<file path="config.mk">
export PLATFORM = sky130hd
export DESIGN_NAME = srd_rst_sched
export DESIGN_NICKNAME = d
export VERILOG_FILES = /design/src/rtl/srd_rst_pkg.sv /design/src/rtl/srd_rr_arb.sv /design/src/rtl/srd_rst_sched.sv
export SDC_FILE = /design/constraint.sdc
export NUM_CORES = 1
export LEC_CHECK = 0
export ABC_CLOCK_PERIOD_IN_PS = 1500
export BUFFER_PORTS_ARGS = -buffer_cell sky130_fd_sc_hd__buf_2
export CORE_ASPECT_RATIO = 0.75
export CORE_MARGIN = 1.5
export CORE_UTILIZATION = 50
export CTS_CLUSTER_DIAMETER = 40
export DETAILED_ROUTE_END_ITERATION = 16
export GPL_TIMING_DRIVEN = 0
export PLACE_DENSITY = 0.73
export RECOVER_POWER = 100
export REMOVE_ABC_BUFFERS = 1
export SYNTH_ARGS = -nofsm -noshare
export SYNTH_HDL_FRONTEND = slang
export SYNTH_SLANG_ARGS = --single-unit
</file>
<file path="constraint.sdc">
create_clock -name i_clk -period 1.5 [get_ports i_clk]
set_input_delay 0.3 -clock i_clk [delete_from_list [all_inputs] [get_ports i_clk]]
set_output_delay 0.3 -clock i_clk [all_outputs]
set_load 0.005 [all_outputs]
</file>
<file path="src/rtl/srd_rst_pkg.sv">
// Shared types and sizing helpers for the per-channel Ethernet reset scheduler.
package srd_rst_pkg;

    typedef enum logic [2:0] {
        IDLE,
        ASSERT,
        HOLD_ST,
        RELEASE,
        DONE,
        ERR
    } state_e;

    // Counter must reach whichever of the hold / timeout limits is larger.
    function automatic int cnt_width(int hold_cycles, int timeout_cycles);
        return $clog2(((hold_cycles > timeout_cycles) ? hold_cycles : timeout_cycles) + 1);
    endfunction

    function automatic int idx_width(int n);
        return (n > 1) ? $clog2(n) : 1;
    endfunction

endpackage

</file>
<file path="src/rtl/srd_rr_arb.sv">
// Round-robin arbiter: combinational grant searching upward from the last
// winner, pointer advanced only when the grant is accepted.
module srd_rr_arb
    import srd_rst_pkg::*;
#(
    parameter int NUM_CHANNELS = 2
) (
    input  logic                                   i_clk,
    input  logic                                   i_rst,
    input  logic [NUM_CHANNELS-1:0]                i_req,
    input  logic                                   i_accept,
    output logic                                   o_valid,
    output logic [NUM_CHANNELS-1:0]                o_gnt,
    output logic [idx_width(NUM_CHANNELS)-1:0]     o_idx
);

    localparam int IW = idx_width(NUM_CHANNELS);

    logic [IW-1:0] last_q;
    logic [IW-1:0] cand;

    always_comb begin
        o_valid = 1'b0;
        o_idx   = last_q;
        o_gnt   = '0;
        cand    = '0;
        for (int k = 1; k <= NUM_CHANNELS; k++) begin
            cand = IW'((int'(last_q) + k) % NUM_CHANNELS);
            if (!o_valid && i_req[cand]) begin
                o_valid = 1'b1;
                o_idx   = cand;
            end
        end
        if (o_valid) begin
            o_gnt[o_idx] = 1'b1;
        end
    end

    // Resetting to the top index makes channel 0 the first winner.
    always_ff @(posedge i_clk) begin
        if (i_rst) begin
            last_q <= IW'(NUM_CHANNELS - 1);
        end else if (i_accept && o_valid) begin
            last_q <= o_idx;
        end
    end

endmodule

</file>
<file path="src/rtl/srd_rst_sched.sv">
// Serialises per-channel Ethernet IP reset handshakes, one channel at a time,
// round-robin, with per-channel timeout reporting.
module srd_rst_sched
    import srd_rst_pkg::*;
#(
    parameter int NUM_CHANNELS   = 2,
    parameter int HOLD_CYCLES    = 16,
    parameter int TIMEOUT_CYCLES = 1024
) (
    input  logic                               i_clk,
    input  logic                               i_rst,
    input  logic [NUM_CHANNELS-1:0]            i_req,
    input  logic [NUM_CHANNELS-1:0]            i_rst_ack_n,
    input  logic                               i_err_clr,
    output logic [NUM_CHANNELS-1:0]            o_rst_n,
    output logic [NUM_CHANNELS-1:0]            o_done,
    output logic [NUM_CHANNELS-1:0]            o_timeout,
    output logic [NUM_CHANNELS-1:0]            o_err_sticky,
    output logic                               o_busy,
    output logic [idx_width(NUM_CHANNELS)-1:0] o_active_ch
);

    localparam int N  = NUM_CHANNELS;
    localparam int IW = idx_width(NUM_CHANNELS);
    localparam int CW = cnt_width(HOLD_CYCLES, TIMEOUT_CYCLES);
    localparam logic [CW-1:0] HOLD_LAST = CW'(HOLD_CYCLES - 1);
    localparam logic [CW-1:0] TO_LAST   = CW'(TIMEOUT_CYCLES - 1);

    state_e        state_q, state_d;
    logic [IW-1:0] ch_q, ch_d;
    logic [CW-1:0] cnt_q, cnt_d;
    logic [N-1:0]  pending_q, pending_d;
    logic [N-1:0]  hold_q, hold_d;
    logic [N-1:0]  rst_n_q, rst_n_d;
    logic [N-1:0]  done_q, done_d;
    logic [N-1:0]  timeout_q, timeout_d;
    logic [N-1:0]  err_q, err_d;

    logic          arb_valid;
    logic [N-1:0]  arb_gnt;
    logic [IW-1:0] arb_idx;
    logic          accept;
    logic [N-1:0]  pend_clr;
    logic [N-1:0]  ch_oh;
    logic          ack_n;
    logic          drive;

    srd_rr_arb #(
        .NUM_CHANNELS(N)
    ) u_arb (
        .i_clk   (i_clk),
        .i_rst   (i_rst),
        .i_req   (pending_q),
        .i_accept(accept),
        .o_valid (arb_valid),
        .o_gnt   (arb_gnt),
        .o_idx   (arb_idx)
    );

    always_comb begin
        for (int i = 0; i < N; i++) begin
            ch_oh[i] = (ch_q == IW'(i));
        end
    end

    assign ack_n = i_rst_ack_n[ch_q];

    always_comb begin
        state_d   = state_q;
        ch_d      = ch_q;
        cnt_d     = (cnt_q == '1) ? cnt_q : cnt_q + 1'b1;
        hold_d    = hold_q;
        done_d    = '0;
        timeout_d = '0;
        pend_clr  = '0;
        accept    = 1'b0;
        err_d     = err_q & ~{N{i_err_clr}};

        case (state_q)
            IDLE: begin
                if (arb_valid) begin
                    accept   = 1'b1;
                    ch_d     = arb_idx;
                    pend_clr = arb_gnt;
                    cnt_d    = '0;
                    state_d  = ASSERT;
                end
            end
            ASSERT: begin
                if (!ack_n) begin
                    cnt_d   = '0;
                    state_d = HOLD_ST;
                end else if (cnt_q == TO_LAST) begin
                    state_d   = ERR;
                    hold_d    = hold_q & ~ch_oh;
                    timeout_d = ch_oh;
                    err_d     = err_d | ch_oh;
                end
            end
            HOLD_ST: begin
                if (cnt_q == HOLD_LAST) begin
                    cnt_d   = '0;
                    state_d = RELEASE;
                    hold_d  = hold_q & ~ch_oh;
                end
            end
            RELEASE: begin
                if (ack_n) begin
                    state_d = DONE;
                    done_d  = ch_oh;
                end else if (cnt_q == TO_LAST) begin
                    state_d   = ERR;
                    hold_d    = hold_q & ~ch_oh;
                    timeout_d = ch_oh;
                    err_d     = err_d | ch_oh;
                end
            end
            DONE:    state_d = IDLE;
            ERR:     state_d = IDLE;
            default: state_d = IDLE;
        endcase

        // A request landing during the channel's own sequence re-arms it.
        pending_d = (pending_q & ~pend_clr) | i_req;

        drive = (state_d == ASSERT) || (state_d == HOLD_ST);
        for (int i = 0; i < N; i++) begin
            rst_n_d[i] = ~(hold_d[i] | (drive && (ch_d == IW'(i))));
        end
    end

    always_ff @(posedge i_clk) begin
        if (i_rst) begin
            state_q   <= IDLE;
            ch_q      <= '0;
            cnt_q     <= '0;
            pending_q <= '1;
            hold_q    <= '1;
            rst_n_q   <= '0;
            done_q    <= '0;
            timeout_q <= '0;
            err_q     <= '0;
        end else begin
            state_q   <= state_d;
            ch_q      <= ch_d;
            cnt_q     <= cnt_d;
            pending_q <= pending_d;
            hold_q    <= hold_d;
            rst_n_q   <= rst_n_d;
            done_q    <= done_d;
            timeout_q <= timeout_d;
            err_q     <= err_d;
        end
    end

    assign o_rst_n      = rst_n_q;
    assign o_done       = done_q;
    assign o_timeout    = timeout_q;
    assign o_err_sticky = err_q;
    assign o_busy       = (state_q != IDLE);
    assign o_active_ch  = ch_q;

endmodule

</file>
==> results.md <==
- The run finished, with violations left.
- The checks that failed: setup timing.
- The insertion delay to the later sink of the worst-skew pair is 0.33 ns.
- The number of max-capacitance violations reported is 0.
- The total iterations of the first detailed-routing run is 4.
- In this run the core area contains 15 standard-cell rows.
- The core outline area is 2350 sq um.
- The routed length per instance is 14.8 um.
- The sequential cell fraction of total power is 0.524.
- The areal power density over the cells is 1010 nW/um^2.
- The count of antenna-violating nets left after detailed routing is 0.
- The die is 46.6 um tall.
- The startpoint of the worst register-to-register path is cnt_q[1].
- Headroom to the max-slew limit came out at 0.681.
- Counting both buffers and inverters, the worst setup path holds a total of 0.
- Entering global routing, the biggest net connects 16 pins.
- The top achievable clock speed is around 0.6 GHz.
- The final net count is ~190.
- Pin placement for this block handled 17 I/O pins.
- VDD sags by at most 0.763 mV.
- The shortest period the worst path allows is 1.67 ns.
- Of all nets on the critical path, the largest fanout is 5.
- Synthesis produced a netlist whose cell count is approximately 150.
- In this run the cell area measured after placement is 1370 sq um.
- Dividing the detail-routed via count by the number of cells gives 5.62.
- Setup violations remaining at the end of the flow were counted as 12.
- At the end of the flow the core is filled with cells to 0.709.
- In this run, synthesis produced a sequential element count of 28.
- The critical path goes through ha_4, nand3_4, or4_4, nor3_2, a21oi_1, nor2_1.
- The synthesized netlist contains 37 unique library cells.
- The via count is 1203.
- Of the total power, the share spent switching nets is 0.316.
- The final weighted congestion in routability-driven placement is 0.802.
- Setup repair after global routing could not meet its margin everywhere.
- Of the total power, the clock network draws 0.219.
- The clock passes through at most 2 buffers.
- CTS built an H-tree with a depth of 1.
- The CTS clock-pin slew for the worst setup and hold paths is approximately 0.15 ns.
- The summed area of non-filler cells in the final layout is 1660 sq um.
- The area growth from synthesis to layout is 31.0%.
- The first global-routing pass estimated 4.80 mm of wire.
- The TritonCTS sink count is 28.
- The average instance area after synthesis is 8.25 sq um.
- The element type at the critical path start is a flop.
- Data on the critical path is required at its endpoint by 1.77 ns.
- The share of total power dissipated in combinational logic is 0.257.
- The number of standard cells in the final layout excluding fillers is 214.
- The worst clock skew on the final layout is 0.00591 ns.
- The first routing iteration left between 100 and 150 violations.
- The overall track demand over capacity in global routing is 0.236.
- The Yosys step of the flow raised 0 warnings.
- The count of input and output buffers is 16.
- Broken down by cell family, the worst path's largest delay share belongs to simple AND/OR/NAND/NOR gates.
- The die covers 2850 sq um.
- The leakage dissipation is around 0.61 nW.
- The TritonCTS buffer count is 3.
- The internal power contribution is 1.14 mW.
- The critical path's largest stage delay is 0.60 ns.
- The accumulated negative setup slack is -1.09 ns.
- The initial utilization of the core area, before any placement, comes to 0.541.
- The slowest stage of the critical path belongs to the cell or4_4.
- The classification of the worst setup path is flop to flop.
- The overall power after layout is ~1.7 mW.
- Of the synthesized area, sequential elements account for 0.441.
- For the pin with the worst max-slew slack, the measured transition is 0.474 ns.
- The post-detailed-placement half-perimeter wirelength is 1.92 mm.
- The via count of the first global-routing pass came to 982.
- The worst min-delay path startpoint is i_req[0].
- The critical path arrival is 1.95 ns.
- The min-delay analysis places its worst path in the category input pin to flop.
- The die boundary width is ~61 um.
- Counting tap cells, the placed design contains a total of 199 instances.
- The number of diodes added for antenna fixing is 0.
- The analysis attributes to net switching a power of 529 uW.
- TritonCTS built the clock tree.
- The beginning of the critical path is cnt_q[1].
- In the layout the commonest cells are nor2_1, nand2_1, dfxtp_1.
- The final layout contains routed wiring with a total length of 3.18 mm.
- The number of pins exceeding their max-slew limit in the final report is 0.
- The initial antenna violation count is 0.
- The fraction of layout cells with a size suffix above 1 is 0.306.
- In the routed design, unresolved DRC markers number 0.
- The clock root buffer is clkbuf_4.
- The post-synthesis instance area is approximately 1300 sq um.
- The most common cell after layout, fill and taps aside is nor2_1.
- Of the available clock period, the critical path in the final layout requires 1.12.
- The number of hold violations in the final report is 0.
- The capturing element type of the critical path is a flop.
- Global routing finished with a remaining overflow of 0.
- The worst-case setup margin in the final layout is -0.175 ns.
-- layout make-up --
class,instances,area (sq um)
multi-input cells,117,840
flip-flops and latches,28,581
repair buffers,27,150
fillers,172,682
clock buffers,4,36.3
well taps,34,42.5
inverters,4,15.0
-- state kept, by name, indices dropped and copies added, names as in the netlist --
signal,cells
state_q,3
o_timeout,2
hold_q,2
o_err_sticky,2
o_done,2
o_active_ch,1
u_arb.last_q,1
cnt_q,11
pending_q,2
o_rst_n,2
-- worst paths after layout --
kind	slack, ns	cells past startpoint	endpoint
setup / recovery	-0.17	6	o_err_sticky[0]
hold / removal	0.15	2	pending_q[0]
hold reg to reg	0.51	2	o_err_sticky[1]
setup reg to reg	-0.17	6	o_err_sticky[0]
-- cells by family after synthesis --
| kind of cell | Yosys count | synth area share |
|---|---|---|
| buffers and inverters | 9 | 0.0286 |
| AND/OR/NAND/NOR | 75 | 0.287 |
| XOR/XNOR | 9 | 0.0621 |
| multiplexers | 3 | 0.0246 |
| AO/OA/AOI/OAI | 29 | 0.147 |
| flip-flops | 28 | 0.441 |
| adder cells (fa/ha/maj) | 1 | 0.00985 |
-- timing repair --
action	4_1_cts	5_1_grt
pin swaps	4	6
setup buffers	5	6
hold buffers	0	0
resized for setup	33	9
endpoints found under the setup margin	24	21
-- power by group through the flow --
stage               clock network, mW  logic (mW)  registers (mW)
global route                    0.411       0.467           0.886
detailed placement                  0       0.293           0.887
global placement                    0       0.279           0.882
finish                          0.366       0.430           0.878
floorplan                           0       0.208           0.873
CTS                             0.373       0.364           0.880
-- synth_stat cells, drive strengths merged --
library cell,n,area (sq um)
xor2,3,26.3
ha,1,12.5
inv,4,15.0
a221o,1,10.0
a31o,1,8.76
nand3b,1,7.51
mux2,1,11.3
nand2b,2,12.5
nor3b,2,15.0
nand4,3,25.0
o32ai,2,17.5
dfxtp,28,561
nand4bb,1,11.3
or4,1,11.3
a32oi,1,8.76
nand3,3,20.0
a211o,2,17.5
a21oi,11,55.1
a22oi,1,7.51
buf,2,10.0
nor2,30,113
nand2,18,67.6
nor2b,3,18.8
clkbuf,3,11.3
nor3,7,35.0
xnor2,6,52.6
and4,1,8.76
mux2i,2,20.0
a21boi,1,7.51
nor4,3,18.8
a21o,1,7.51
o21bai,1,7.51
o21ai,6,30.0
o2bb2ai,1,8.76
-- per-layer routing --
layer	part of all wire	GRT usage	wire, um
met1	0.46	0.357	1460
met2	0.46	0.328	1450
met3	0.077	0.0730	244
met4	0.0047	0.0435	15
met5	0	0	0
-- metrics by stage --
stage | setup WS [ns] | hold slack, ns
final | -0.175 | 0.147
after global routing | -0.224 | 0.128
after CTS | -0.0997 | 0.141
after detailed placement | -0.582 | 0.476
after global placement | -0.457 | 0.465
after floorplan | -0.127 | 0.372
Note: power is estimated with default switching activity, not from simulation.
